===== src/rtl/hilo_acc_bank.sv =====
// Multi-accumulator HI/LO register bank with plain half/full writes and a
// two-stage carry-split accumulate/subtract pipeline.
module hilo_acc_bank #(
  parameter int WIDTH    = 32,
  parameter int NUM_ACC  = 4,
  parameter int ACC_BITS = 2
) (
  input  logic                clk,
  input  logic                rst,
  input  logic                we,
  input  logic [2:0]          wmode,
  input  logic [ACC_BITS-1:0] waddr,
  input  logic [WIDTH-1:0]    hi_i,
  input  logic [WIDTH-1:0]    lo_i,
  input  logic [ACC_BITS-1:0] raddr,
  output logic [WIDTH-1:0]    hi_o,
  output logic [WIDTH-1:0]    lo_o,
  output logic                busy_o,
  output logic                drop_o,
  output logic                ovf_o
);

  localparam logic [2:0] OP_WR_BOTH = 3'b000;
  localparam logic [2:0] OP_WR_HI   = 3'b001;
  localparam logic [2:0] OP_WR_LO   = 3'b010;
  localparam logic [2:0] OP_ADD     = 3'b100;
  localparam logic [2:0] OP_SUB     = 3'b101;

  logic [WIDTH-1:0]    r_acc_hi [NUM_ACC];
  logic [WIDTH-1:0]    r_acc_lo [NUM_ACC];

  logic                r_s2_valid;
  logic [ACC_BITS-1:0] r_s2_addr;
  logic [WIDTH-1:0]    r_s2_lo;
  logic                r_s2_carry;
  logic [WIDTH-1:0]    r_s2_hi_a;
  logic [WIDTH-1:0]    r_s2_hi_b;
  logic                r_drop;
  logic                r_ovf;

  logic                w_sub;
  logic [WIDTH-1:0]    w_lo_b;
  logic [WIDTH:0]      w_lo_sum;
  logic [WIDTH-1:0]    w_hi_sum;
  logic                w_ovf;

  // Stage 1: low half add with carry-out; SUB is a + ~b + 1.
  assign w_sub    = (wmode == OP_SUB);
  assign w_lo_b   = w_sub ? ~lo_i : lo_i;
  assign w_lo_sum = {1'b0, r_acc_lo[waddr]} + {1'b0, w_lo_b} + {{WIDTH{1'b0}}, w_sub};

  // Stage 2: high half consumes the registered carry.
  assign w_hi_sum = r_s2_hi_a + r_s2_hi_b + {{(WIDTH-1){1'b0}}, r_s2_carry};
  assign w_ovf    = (r_s2_hi_a[WIDTH-1] == r_s2_hi_b[WIDTH-1]) &&
                    (w_hi_sum[WIDTH-1] != r_s2_hi_a[WIDTH-1]);

  always_ff @(posedge clk) begin
    if (rst) begin
      for (int i = 0; i < NUM_ACC; i++) begin
        r_acc_hi[i] <= '0;
        r_acc_lo[i] <= '0;
      end
      r_s2_valid <= 1'b0;
      r_s2_addr  <= '0;
      r_s2_lo    <= '0;
      r_s2_carry <= 1'b0;
      r_s2_hi_a  <= '0;
      r_s2_hi_b  <= '0;
      r_drop     <= 1'b0;
      r_ovf      <= 1'b0;
    end else begin
      r_drop <= we && r_s2_valid;
      r_ovf  <= 1'b0;
      if (r_s2_valid) begin
        // Any write seen this cycle is refused; only the commit happens.
        r_acc_hi[r_s2_addr] <= w_hi_sum;
        r_acc_lo[r_s2_addr] <= r_s2_lo;
        r_ovf               <= w_ovf;
        r_s2_valid          <= 1'b0;
      end else if (we) begin
        case (wmode)
          OP_WR_BOTH: begin
            r_acc_hi[waddr] <= hi_i;
            r_acc_lo[waddr] <= lo_i;
          end
          OP_WR_HI: r_acc_hi[waddr] <= hi_i;
          OP_WR_LO: r_acc_lo[waddr] <= lo_i;
          OP_ADD, OP_SUB: begin
            r_s2_valid <= 1'b1;
            r_s2_addr  <= waddr;
            r_s2_lo    <= w_lo_sum[WIDTH-1:0];
            r_s2_carry <= w_lo_sum[WIDTH];
            r_s2_hi_a  <= r_acc_hi[waddr];
            r_s2_hi_b  <= w_sub ? ~hi_i : hi_i;
          end
          default: ;
        endcase
      end
    end
  end

  assign hi_o   = r_acc_hi[raddr];
  assign lo_o   = r_acc_lo[raddr];
  assign busy_o = r_s2_valid;
  assign drop_o = r_drop;
  assign ovf_o  = r_ovf;

endmodule


===== config.mk =====
export PLATFORM = sky130hd
export DESIGN_NAME = hilo_acc_bank
export DESIGN_NICKNAME = d
export VERILOG_FILES = /design/src/rtl/hilo_acc_bank.sv
export SDC_FILE = /design/constraint.sdc
export NUM_CORES = 1
export LEC_CHECK = 0
export BUFFER_PORTS_ARGS = -buffer_cell sky130_fd_sc_hd__buf_2
export CORE_MARGIN = 5
export CORE_UTILIZATION = 35
export DETAILED_ROUTE_END_ITERATION = 16
export PLACE_DENSITY = 0.61
export SLEW_MARGIN = 20
export SYNTH_ARGS = -nofsm -noshare
export SYNTH_HDL_FRONTEND = slang
export SYNTH_SLANG_ARGS = --single-unit

===== constraint.sdc =====
create_clock -name clk -period 11.7 [get_ports clk]
set_clock_uncertainty 0.2 [all_clocks]
set_input_delay 1.17 -clock clk [delete_from_list [all_inputs] [get_ports clk]]
set_output_delay 1.17 -clock clk [all_outputs]
set_load 0.05 [all_outputs]

**Word-level counts from Yosys, hierarchy flattened**

Memory sizes are Yosys's and may differ from the RTL's. A register that Yosys moved wholly into a read port is not among the register bits.
Index checks and enable logic that the tools add are counted.

- Register bits: 70
- Logic and storage cells: 73
- Bits in writable memories: 256
- Memories kept: 2

Memory list:

| memory | words | bits a word | rd ports | clocked after Yosys merged registers in | wr ports | RTL line | RTL |
|---|---|---|---|---|---|---|---|
| r_acc_hi | 4 | 32 | 2 | 1 | 4 | 29 | `logic [WIDTH-1:0] r_acc_hi [NUM_ACC];` |
| r_acc_lo | 4 | 32 | 2 | 0 | 4 | 30 | `logic [WIDTH-1:0] r_acc_lo [NUM_ACC];` |

- Equal/unequal tests: 6
- Bitwise logic cells: 6
- $add $sub $neg: 4
- Muxes and demuxes: 37
- Reductions and logical operators: 11

Operator list:

| kind | count |
|---|---|
| 2-to-1 mux 32 bit | 8 |
| OR reduction 32 bit | 4 |
| inverter 32 bit | 2 |
| adder 32 x 32 -> 33 bit | 1 |
| adder 33 x 1 -> 33 bit | 1 |
| adder 32 x 1 -> 32 bit | 1 |
| adder 32 bit | 1 |
| 2-to-1 mux 1 bit | 25 |
| 2-to-1 mux 2 bit | 4 |
| == test 3 bit, second input constant | 2 |
| OR reduction 2 bit | 2 |
| == test 3 x 1 -> 1 bit, second input constant | 1 |
| == test 3 x 2 -> 1 bit, second input constant | 1 |
| zero test 3 bit | 1 |
| AND reduction 3 bit | 1 |
| OR reduction 3 bit | 1 |
| logical AND 1 bit | 2 |
| inverter 1 bit | 2 |
| bitwise OR 1 bit | 2 |
| == test 1 bit | 1 |
| inequality test 1 bit | 1 |

**Depth between registers and ports, before layout**

- Depth in word-level cells: 9
- Depth in mapped cells: 17

**Worst setup path before layout**

OpenSTA, ideal clock, no wires.

- Kind: input to register
- Start: input port waddr[0]
- End: register r_s2_carry
- Data arrival time: 5.027 ns
- Path slack: 6.339 ns
- Stages on the path: 15
- Path buffers: 3
- Path through: buf_6 > clkbuf_1 > buf_1 > mux4_2 > fa_1 > a21o_1 > a221oi_1 > o21ai_1 > nand2_1 > nand4_1 > nand3_1 > o2bb2ai_1 > o21ai_1 > a2111oi_0 > nor4_1

- Cells in the longest elaborated chain, start to end: 3

Ends and longest elaborated chain:

| what | RTL line | RTL |
|---|---|---|
| from (decl) | 12 | `input logic [ACC_BITS-1:0] waddr,` |
| memory (4 x 32 bit) | - |  |
| adder 32 x 32 -> 33 bit | 50 | `assign w_lo_sum = {1'b0, r_acc_lo[waddr]} + {1'b0, w_lo_b} + {{WIDTH{1'b0}}, w_sub};` |
| adder 33 x 1 -> 33 bit | 50 |  |
| to (signal assigned) | 92 | `r_s2_carry <= w_lo_sum[WIDTH];` |
| to (decl) | 35 | `logic r_s2_carry;` |

No other way between the ends.
A chain may end at the register's enable or synchronous reset.

**Final worst setup path**

Ends and elaborated chain as after synthesis.

==> impl_metrics.env <==
export IMPL_status="complete, no violations"
export IMPL_routed_top_layer="met4"
export IMPL_postCtsSetupBuffers=0
export IMPL_synth_main_ff_cell="edfxtp_1"
export IMPL_start_kind="input port"
export IMPL_critical_path_slowest_cell="buf_4"
export IMPL_crit_path_max_fanout=46
export IMPL_clockBufferDepth=3
export IMPL_fin_area_um2=22400
export IMPL_p_leak_uw=0.00853
export IMPL_drc=0
export IMPL_grt_first_pass_wirelength_mm=84.5
export IMPL_placementRows=86
export IMPL_via_count=14200
export IMPL_period_minus_slack_ps=5200
export IMPL_core_area_um2=55300
export IMPL_die_width_um=247
export IMPL_grt_pass1_vias=14400
export IMPL_syn_inst=1726
export IMPL_wl_met3_mm=3.85
export IMPL_ys_ff_latch=358
export IMPL_drt_iter0_drc=992
export IMPL_yosys_area_share_simple_pct=10.9
export IMPL_cts_sinks=358
export IMPL_drv_cap=0
export IMPL_avgSynthCellArea_um2=11.4
export IMPL_max_freq_mhz=192
export IMPL_drive_gt1_share_pct=20.4
export IMPL_finalMaxSlewViolations=0
export IMPL_chipHeight_um=247
export IMPL_endpoint_kind="register"
export IMPL_synth_top_area_share_pct=39.1
export IMPL_track_usage_pct=17.8
export IMPL_grt_max_degree=99
export IMPL_synth_nets=1864
export IMPL_fin_ws_ps=6500
export IMPL_finalCritPeriodShare_pct=44.5
export IMPL_synth_top_family_by_area="multiplexers"
export IMPL_worstPathRequired_ps=11900
export IMPL_synth_area_mux_share_pct=14.9
export IMPL_synth_edf_count=256
export IMPL_clk_pin_slew_ps=60
export IMPL_cts_buffers=40
export IMPL_slew_headroom_pct=28.5
export IMPL_area_growth_pct=13.8
export IMPL_path_delay_family="compound AO/OA/AOI/OAI gates"
export IMPL_yosysMostFrequentCell="nor2_1"
export IMPL_dieArea_um2=61000
export IMPL_cts_tree="yes"
export IMPL_io_pins=141
export IMPL_dp_final_hpwl_mm=35.4
export IMPL_tightest_slew_ps=1070
export IMPL_clock_root_buffer="clkbuf_16"
export IMPL_grt_overflow_total=0
export IMPL_finalHoldViolations=0
export IMPL_yosysTopAreaCell="edfxtp_1"
export IMPL_synth_seq_area_share_pct=49.5
export IMPL_antenna_left=0
export IMPL_critical_path_class="in2reg"
export IMPL_yosys_warnings=0
export IMPL_synth_compound_area_share_pct=11.9
export IMPL_avgViaCountPerCell=5.46
export IMPL_post_cts_resized=0
export IMPL_netlist_top_cells_area="edfxtp_1 (39%), mux4_2 (15%), dfxtp_1 (10%), nor2_1 (5.1%), xnor2_1 (4.1%)"
export IMPL_synth_distinct_cells=67
export IMPL_place_area_um2=21100
export IMPL_pre_cts_slack_ps=5810
export IMPL_synth_fa_ha_area_share_pct=4.19
export IMPL_postRouteWirelength_mm=55.0
export IMPL_h_tree_depth=2
export IMPL_finalPower_uw=3210
export IMPL_port_buffers=140
export IMPL_setup_viol=0
export IMPL_crit_chain="buf_4 -> buf_4 -> mux4_2 -> ha_1 -> a21o_1 -> a21o_1 -> a21oi_1 -> a2bb2oi_1 -> nand4_1 -> nand3_1 -> o2bb2ai_1 -> o21ai_1 -> a2111oi_0 -> nor4_1"
export IMPL_rsz0062_at_grt="no"
export IMPL_timing_critical_path_buf_inv=2
export IMPL_dr_wl_met2_mm=26.6
export IMPL_synthTopCellsByCount="nor2_1 (265), edfxtp_1 (256), nand2_1 (165)"
export IMPL_antenna_diode_count=0
export IMPL_cp_arrival_ps=5410
export IMPL_tns_ps=0
export IMPL_wl_per_cell_um=21.1
export IMPL_syn_area_um2=19600
export IMPL_cpPeakStageDelay_ps=850
export IMPL_gp_congestion=0.878
export IMPL_drt_met1_wl_mm=23.5
export IMPL_antenna_found_initial=0
export IMPL_layout_nets=1963
export IMPL_drt_pass1_iter_count=5
export IMPL_powerDensity_nw_per_um2=144
export IMPL_synth_async_reset_ratio_pct=0
export IMPL_peakVddDrop_uv=87.8
export IMPL_min_path_type="reg2reg"
export IMPL_initial_utilization_pct=35.5
export IMPL_synth_xor_area_share_pct=4.95
export IMPL_clk_latency_ps=550
export IMPL_cts_hold_fix_buffers=0
## state kept, by name, summed over array words and instances, names as in the netlist
name        cells
drop_o          1
ovf_o           1
r_acc_hi      128
r_s2_addr       2
r_s2_carry      1
busy_o          1
r_s2_hi_b      32
r_acc_lo      128
r_s2_hi_a      32
r_s2_lo        32
## routing by layer
metal  up-vias  track usage [%]
li1       6559                -
met1      7135             24.0
met2       460             29.9
met3        64             3.38
met4         0             4.05
met5         -                0
## power breakdown
part           internal (uW)  total (uW)  switching (uW)
logic                    202         546             344
registers               1420        1450            29.9
clock network            700        1220             516
## kinds of logic (layout without fill, tap and decap cells)
| kind of cell | count (synthesis) | in the layout |
|---|---|---|
| flops | 358 | 358 |
| fa+ha+maj | 64 | 64 |
| xor+xnor | 111 | 111 |
| mux | 132 | 132 |
| buf+inv | 187 | 316 |
| simple gates | 517 | 517 |
| compound gates | 357 | 357 |
## tightest hold or removal path, stage by stage (launching register included)
cell	delay, ps
dfxtp_1	310
nand2_1	50
a21oi_1	50
## placed cells by master (no fill, tap or decap), types with 5 or more instances in the layout
master / count
nor2_1: 262
edfxtp_1: 256
nand2_1: 165
buf_2: 135
mux4_2: 128
a21oi_1: 122
dfxtp_1: 102
xnor2_1: 93
inv_1: 75
ha_1: 61
a22oi_1: 55
a211oi_1: 41
clkbuf_16: 41
o21ai_0: 37
a21o_1: 35
buf_4: 33
nand3_1: 18
xor2_1: 18
o21bai_1: 12
clkinv_2: 11
nand4_1: 10
o21a_1: 9
nand2b_1: 9
clkbuf_1: 9
nor3_1: 8
and2_1: 7
or3_1: 6
or2_2: 5
## metrics by stage
step | hold WS, ps | util, % | cells
global placement | 237 | 38.2 | 2531
floorplan | 232 | - | 1726
global route | 267 | 40.4 | 2603
CTS | 253 | 40.4 | 2603
detailed placement | 247 | 38.2 | 2531
finish | 251 | 40.4 | 2603
## area by class of cell
class | instances | area, um^2
Clock inverter | 20 | 158
Timing Repair Buffer | 168 | 923
Multi-Input combinational cell | 1181 | 9240
Inverter | 76 | 285
Tap cell | 748 | 936
Sequential cell | 358 | 9730
Fill cell | 5414 | 32900
Clock buffer | 52 | 1090
## path summary, 6_finish.rpt
| path | from | endpoint | cells after the start | slack (ps) |
|---|---|---|---|---|
| worst max-delay path | waddr[0] | r_s2_carry$_SDFFE_PP0P_ | 14 | 6500 |
| worst min register to register | r_s2_lo[7]$_SDFFE_PP0P_ | r_s2_lo[7]$_SDFFE_PP0P_ | 2 | 250 |
| worst min-delay path | r_s2_lo[7]$_SDFFE_PP0P_ | r_s2_lo[7]$_SDFFE_PP0P_ | 2 | 250 |
| worst max register to register | r_s2_carry$_SDFFE_PP0P_ | r_acc_hi[0][30]$_SDFFCE_PN0P_ | 12 | 7520 |
(Power assumes the default switching activity.)
